[config.mk]
export PLATFORM = sky130hd
export DESIGN_NAME = layer_backward
export DESIGN_NICKNAME = d
export VERILOG_FILES = /design/src/rtl/layer_backward.sv
export SDC_FILE = /design/constraint.sdc
export NUM_CORES = 2
export LEC_CHECK = 0
export CORE_MARGIN = 1.5
export CORE_UTILIZATION = 28
export DETAILED_ROUTE_END_ITERATION = 10
export PLACE_DENSITY = 0.42
export SLEW_MARGIN = 20
export SYNTH_ARGS = -nofsm -noshare
export SYNTH_HDL_FRONTEND = slang
export SYNTH_SLANG_ARGS = --single-unit
[constraint.sdc]
create_clock -name clk_i -period 11.2 [get_ports clk_i]
set_input_delay 2.8 -clock clk_i [delete_from_list [all_inputs] [get_ports clk_i]]
set_output_delay 2.8 -clock clk_i [all_outputs]
set_load 0.01 [all_outputs]
[src/rtl/layer_backward.sv]
// layer_backward: sequential Q8.8 backward pass computing dx = W^T*dy, dw = dy*x^T, db = dy.
//   clk_i, rst_ni         : clock, asynchronous active-low reset
//   start_i               : begin a pass (sampled only while idle)
//   x_i, w_i, dy_i        : layer input, weights (neuron i owns word block i), upstream gradient
//   dx_o, dw_o, db_o      : input, weight and bias gradients, held until the next pass
//   busy_o, done_o        : pass in progress; one-cycle completion pulse
module layer_backward #(
  parameter int N = 4,
  parameter int M = 4
) (
  input  logic              clk_i,
  input  logic              rst_ni,
  input  logic              start_i,
  input  logic [N*16-1:0]   x_i,
  input  logic [M*N*16-1:0] w_i,
  input  logic [M*16-1:0]   dy_i,
  output logic [N*16-1:0]   dx_o,
  output logic [M*N*16-1:0] dw_o,
  output logic [M*16-1:0]   db_o,
  output logic              busy_o,
  output logic              done_o
);
  localparam int IW = M > 1 ? $clog2(M) : 1;
  localparam int JW = N > 1 ? $clog2(N) : 1;
  typedef enum logic [1:0] {IDLE, RUN, FIN} state_t;
  state_t state_q, state_d;
  logic [N*16-1:0] x_q, dx_q;
  logic [M*N*16-1:0] w_q, dw_q;
  logic [M*16-1:0] dy_q, db_q;
  logic [IW-1:0] i_q;
  logic [JW-1:0] j_q;
  logic signed [39:0] acc_q [N];
  logic done_q, last_j, last;
  logic signed [15:0] dy_w, w_w, x_w;
  logic signed [31:0] p_dx, p_dw;
  function automatic logic [15:0] sat(input logic signed [39:0] v);
    return v > 40'sd32767 ? 16'h7fff : v < -40'sd32768 ? 16'h8000 : v[15:0];
  endfunction
  assign dy_w = dy_q[16*int'(i_q) +: 16];
  assign w_w = w_q[16*(N*int'(i_q) + int'(j_q)) +: 16];
  assign x_w = x_q[16*int'(j_q) +: 16];
  assign p_dx = dy_w * w_w;
  assign p_dw = dy_w * x_w;
  assign last_j = j_q == JW'(N - 1);
  assign last = last_j && i_q == IW'(M - 1);
  always_comb
    state_d = state_q == IDLE ? (start_i ? RUN : IDLE) : state_q == RUN ? (last ? FIN : RUN) : IDLE;
  always_ff @(posedge clk_i or negedge rst_ni) begin
    if (!rst_ni) begin
      state_q <= IDLE;
      x_q <= '0;
      w_q <= '0;
      dy_q <= '0;
      dx_q <= '0;
      dw_q <= '0;
      db_q <= '0;
      i_q <= '0;
      j_q <= '0;
      done_q <= 1'b0;
      for (int k = 0; k < N; k++) acc_q[k] <= '0;
    end else begin
      state_q <= state_d;
      done_q <= state_q == FIN;
      if (state_q == IDLE && start_i) begin
        x_q <= x_i;
        w_q <= w_i;
        dy_q <= dy_i;
        i_q <= '0;
        j_q <= '0;
        for (int k = 0; k < N; k++) acc_q[k] <= '0;
      end
      if (state_q == RUN) begin
        acc_q[j_q] <= acc_q[j_q] + 40'(p_dx);
        dw_q[16*(N*int'(i_q) + int'(j_q)) +: 16] <= sat(40'(p_dw) >>> 8);
        j_q <= last_j ? '0 : j_q + 1'b1;
        i_q <= last_j ? i_q + 1'b1 : i_q;
      end
      if (state_q == FIN) begin
        for (int k = 0; k < N; k++) dx_q[16*k +: 16] <= sat(acc_q[k] >>> 8);
        db_q <= dy_q;
      end
    end
  end
  assign dx_o = dx_q;
  assign dw_o = dw_q;
  assign db_o = db_q;
  assign busy_o = state_q != IDLE;
  assign done_o = done_q;
endmodule

-- Yosys cells after proc, flatten, opt, wreduce, memory -nomap -nowiden
Index checks and enable logic that the tools add are counted.
- $add $sub $neg: 5
- $mul: 2
- order comparisons: 12
- equality and inequality tests: 5
- shifts and indexed selects: 5
- multiplexer cells: 28
- bitwise logic cells: 1
- reduce and logical (&&, ||, !) cells: 7
- operator list (kind ; count):
    2-to-1 mux 160 bit ; 2
    bitwise mux 256 bit ; 1
    variable shift 16 x 33 -> 256 bit, first input constant ; 1
    indexed part select 16 x 33 -> 256 bit ; 1
    indexed part select 256 x 10 -> 16 bit ; 1
    bitwise mux 160 bit ; 1
    2-to-1 mux 16 bit ; 10
    > comparator 32 x 16 -> 1 bit, second input constant ; 4
    less-than comparator 32 x 16 -> 1 bit, second input constant ; 4
    indexed part select 64 x 7 -> 16 bit ; 2
    2-to-1 mux 40 bit ; 3
    binary-select mux 40 bit (select 2 bit) ; 1
    demux 40 bit (select 2 bit) ; 1
    multiplier 16 x 16 -> 32 bit ; 2
    adder 40 x 32 -> 40 bit ; 1
    negator 9 -> 33 bit ; 1
    > comparator 24 x 16 -> 1 bit, second input constant ; 1
    less-than comparator 24 x 16 -> 1 bit, second input constant ; 1
    2-to-1 mux 2 bit ; 8
    equality test 2 bit, second input constant ; 3
    adder 4 x 2 -> 5 bit ; 1
    adder 2 x 1 -> 2 bit, second input constant ; 2
    nonzero test 2 bit ; 2
    >= comparator 3 bit, second input constant ; 1
    other kinds (8) ; 10
- flip-flop bits (word level): 935
- bits of input ports: 387
- output and inout bits: 386

-- Logic depth before layout (Yosys ltp)
- depth after elaboration: 7
- gate-level depth with buffers: 37
- gate-level depth less buffers: 29

-- Worst setup path after synthesis
No wires, ideal clock.
- path kind: flip-flop to flip-flop
- start: register j_q[0]
- end: register dw_q[101] (netlist: dw_o[101])
- library setup time: 104 ps
- arrival: 9098 ps
- slack: 1999 ps
- stages on the path, launching flop included: 33
- period minus slack after synthesis: 9201 ps
- cell sequence: dfrtp_1 -> buf_4 -> buf_2 -> buf_2 -> buf_2 -> buf_1 -> mux2_2 -> o21ai_1 -> clkbuf_1 -> nor2_1 -> fa_1 -> inv_1 -> fa_1 -> inv_1 -> fa_1 -> inv_1 -> fa_1 -> fa_1 -> fa_1 -> inv_1 -> ha_1 -> o21a_1 -> o21a_1 -> a41oi_1 -> o31ai_4 -> a21o_4 -> a311oi_1 -> o21bai_4 -> xor2_4 -> a41oi_2 -> buf_4 -> buf_4 -> o41ai_2
- cells in the longest elaborated chain, start to end: 7
- elaborated cells on any way between the ends: 11
- RTL lines (item ; RTL line ; RTL):
    start: declaration ; 31 ; logic [JW-1:0] j_q;
    start signal: assignment ; 75 ; j_q <= last_j ? '0 : j_q + 1'b1;
    indexed part select 64 x 7 -> 16 bit ; 41 ; assign x_w = x_q[16*int'(j_q) +: 16];
    multiplier 16 x 16 -> 32 bit ; 43 ; assign p_dw = dy_w * x_w;
    less-than comparator 24 x 16 -> 1 bit ; 37 ; return v > 40'sd32767 ? 16'h7fff : v < -40'sd32768 ? 16'h8000 : v[15:0];
    2-to-1 mux 16 bit (2 in a row) ; 37 ;
    indexed part select 16 x 33 -> 256 bit ; 74 ; dw_q[16*(N*int'(i_q) + int'(j_q)) +: 16] <= sat(40'(p_dw) >>> 8);
    bitwise mux 256 bit * ; 74 ;
    end signal: indexed assignment ; 74 ;
    end: declaration ; 28 ; logic [M*N*16-1:0] w_q, dw_q;
Every way passes the cells marked *; elsewhere a longest branch is shown, timed or not.
A chain may end at the register's enable or synchronous reset.

-- Worst setup path after layout
- start: register i_q[1]
- end: register dw_q[76] (netlist: dw_o[76])
- cells in the longest elaborated chain, start to end: 7
- elaborated cells on any way between the ends: 11
- RTL lines (item ; RTL line ; RTL):
    start: declaration ; 30 ; logic [IW-1:0] i_q;
    start signal: assignment ; 76 ; i_q <= last_j ? i_q + 1'b1 : i_q;
    indexed part select 64 x 7 -> 16 bit ; 39 ; assign dy_w = dy_q[16*int'(i_q) +: 16];
    multiplier 16 x 16 -> 32 bit ; 43 ;
    less-than comparator 24 x 16 -> 1 bit ; 37 ;
    2-to-1 mux 16 bit (2 in a row) ; 37 ;
    indexed part select 16 x 33 -> 256 bit ; 74 ;
    bitwise mux 256 bit * ; 74 ;
Marks and branches as above.

==> impl_results.md <==
* RSZ-0062 raised after global routing: no
* Synth-to-layout area growth at 23.9%
* Core area at roughly 220000 sq um
* Via density at about 4.8
* Effective utilization at floorplan at 0.281
* Max-slew violations at 0
* Depth of the CTS H-tree at 3
* Crit. End Element: register
* Top post-synthesis cells by area: dfrtp_1 (38%), fa_1 (19%), nand2_1 (12%)
* DP HPWL at about 180000 microns
* R2R Setup Slk at 1.24 ns
* Iter 0 DRT Violations at about 3300
* I/O pin count at around 770
* Total of max-cap violations at 0
* Die ar. at 225000 sq um
* Worst R2R End: dw_o[76]
* Synth Cell Area at 62300 sq um
* Delay of the slowest critical-path stage at roughly 0.9 ns
* Library cells used by synthesis at 73
* Clock buffer depth at 3
* Fin. Hold Viols at 0
* Hold_buf cts at 0
* Required time worst endpoint at 11.86 ns
* Buffers on Ports at between 700 and 800
* CP startpoint kind: register
* GR Util All Layers at 0.216
* Clock slew at reported path FFs at around 0.06 ns
* Setup Viol. Count Final at 0
* Post-Syn Nets at between 7000 and 8000
* Worst Max-Slew Pin Slew at around 1.1 ns
* Gpl congestion at about 0.84
* Syn Inst Count at around 6200
* Share of cells above drive strength 1 at 0.0929
* Avg WL per Cell at approximately 24 microns
* Commonest non-fill, non-tap cells in the layout: nand2_1 (2019), dfrtp_1 (931), clkdlybuf4s50_1 (771)
* Clock skew at between 0.06 and 0.07 ns
* Syn Area/Cell at 10.0 sq um
* Commonest non-fill, non-tap cell in the layout: nand2_1
* Largest net degree at the start of global routing at roughly 180
* Total CTS buffers at 111
* # nets final at approximately 8000
* Slowest stage cell, crit path: dfrtp_4
* Final hold slack at around 0.46 ns
* Die Y at between 400 and 500 microns
* YS warnings at 0
* Final wirelength at ~240000 microns
* Antenna violations before repair at 26
* Ys flop type: dfrtp_1
* Setup repair bufs after CTS at 0
* HP Class: register to register
* Hold Crit Start: dy_q[60]
* Crit path kind: register to register
* Die W at between 400 and 500 microns
* Crit-path max FO at 72
* Post-CTS Resized at 0
* Area share of the largest cell type after synthesis at 0.375
* Vias in the first global route at 51000
* Tmin final at 9.97 ns
* Total Neg Setup Slack at 0 ns
* Grt ovf at 0
* Synth area leader: dfrtp_1
* Post-DRT Antenna Nets at 0
* First-pass GRT wire length at 358000 microns
* Most used cell, CP: fa_1
* WHS Endpoint: db_o[60]
* Clk_lat worst skew at roughly 0.77 ns
* Worst Hold Path Cells at 2
* Seq cells post-synth at roughly 940
* Synth async-reset ratio at 1.00
* FP Rows at between 150 and 200
* Arr. time, crit path at between 10 and 15 ns
* Via count at roughly 48000
* Drt drc at 0
* RR Startpoint: i_q[1]
* Drt pass-1 iters at 5
* Crit share post-route at 0.890
* Status: finished clean
* Register area share after synthesis at 0.375
* Worst Reg-to-Reg Cells at 27
* Number of synthesized flops with an enable pin at 0
* Worst slew margin at 0.248
* Fmax at 100 MHz
* Clk sinks at 935
* Clock tree from TritonCTS: built
* Clk root buf: clkbuf_16
state kept, by name, indices dropped and copies added, names as in the netlist:
name	cells
dw_o	256
w_q	256
acc_q	160
db_o	64
dx_o	64
dy_q	64
x_q	64
i_q	2
j_q	2
state_q	2
done_o	1
stage by stage:
stage / setup slack [ns] / util / instances / area (sq um)
floorplan: 2.00 / - / 6237 / 62300
global placement: 1.26 / 0.331 / 9722 / 73400
detailed placement: 1.06 / 0.331 / 9722 / 73400
CTS: 1.03 / 0.348 / 9922 / 77100
global route: 0.666 / 0.348 / 9929 / 77200
finish: 1.24 / 0.348 / 9936 / 77200
metal layers:
metal	share of wire	GRT usage	up-vias
li1	-	-	21500
met1	0.42	0.273	24800
met2	0.50	0.379	1288
met3	0.052	0.0349	270
met4	0.028	0.0616	20
met5	0.00048	0	-
how the worst max path moves through the flow:
stage / depth (start not counted) / slack [ns] / start / end
after floorplan: 32 / 2.00 / j_q[0] / dw_o[101]
after global placement: 25 / 1.26 / i_q[1] / dw_o[76]
after detailed placement: 25 / 1.06 / i_q[1] / dw_o[76]
after CTS: 25 / 1.03 / i_q[1] / dw_o[11]
after global routing: 25 / 0.67 / i_q[1] / dw_o[243]
final: 27 / 1.24 / i_q[1] / dw_o[76]
critical path, delay by kind of cell, from the launching register on:
kind	cells	cell delay, ns
muxes	1	0.24
and+or+nand+nor	3	0.31
xor gates and xnor gates	1	0.80
buffers and inverters	5	0.85
DFF	1	0.90
adders and majority gates	7	3.24
AOI/OAI and AO/OA	10	3.31
Yosys cell counts (4+ instances only):
library cell and number:
buf_4 25, and3_1 10, or2_2 8, a41oi_1 5, clkbuf_1 298, o21ai_0 141
nand2_1 2022, nor2_1 329, nor3_4 11, mux2i_1 27, a31oi_1 6, o22a_1 4
a211oi_1 6, nor3_2 5, o21a_1 26, nor2b_1 12, nand2b_1 22, and2_1 61
a21oi_1 55, buf_1 26, a22o_1 129, xor2_1 20, nor3_1 13, mux2_2 23
nand3_1 29, o211ai_1 5, o41ai_1 101, dfrtp_1 935, fa_1 591, xnor2_1 47
mux4_2 124, ha_1 201, buf_2 20, a21o_1 38, nor4_1 18, o41ai_2 143
inv_1 602, buf_6 8, o31ai_1 11, o21ai_1 12, nand4_1 20, o21bai_1 7
cell families after synthesis:
logic type	share of synthesized area
AOI/OAI and AO/OA	0.104
buffers and inverters	0.0619
DFF	0.375
adders and majority gates	0.230
and+or+nand+nor	0.165
xor gates and xnor gates	0.0101
muxes	0.0533
cell type report:
| class | instances | area (sq um) |
|---|---|---|
| tap | 2975 | 3720 |
| clock buffer | 170 | 3280 |
| timing repair buffer | 890 | 8820 |
| inverter | 604 | 2270 |
| sequential | 935 | 23400 |
| fill | 22500 | 145000 |
| antenna | 11 | 27.5 |
| multi-input combinational | 4321 | 35300 |
| clock inverter | 30 | 443 |
Power is not shown: default switching activity piles up to over one toggle a cycle in this logic, so the estimate is an artifact.
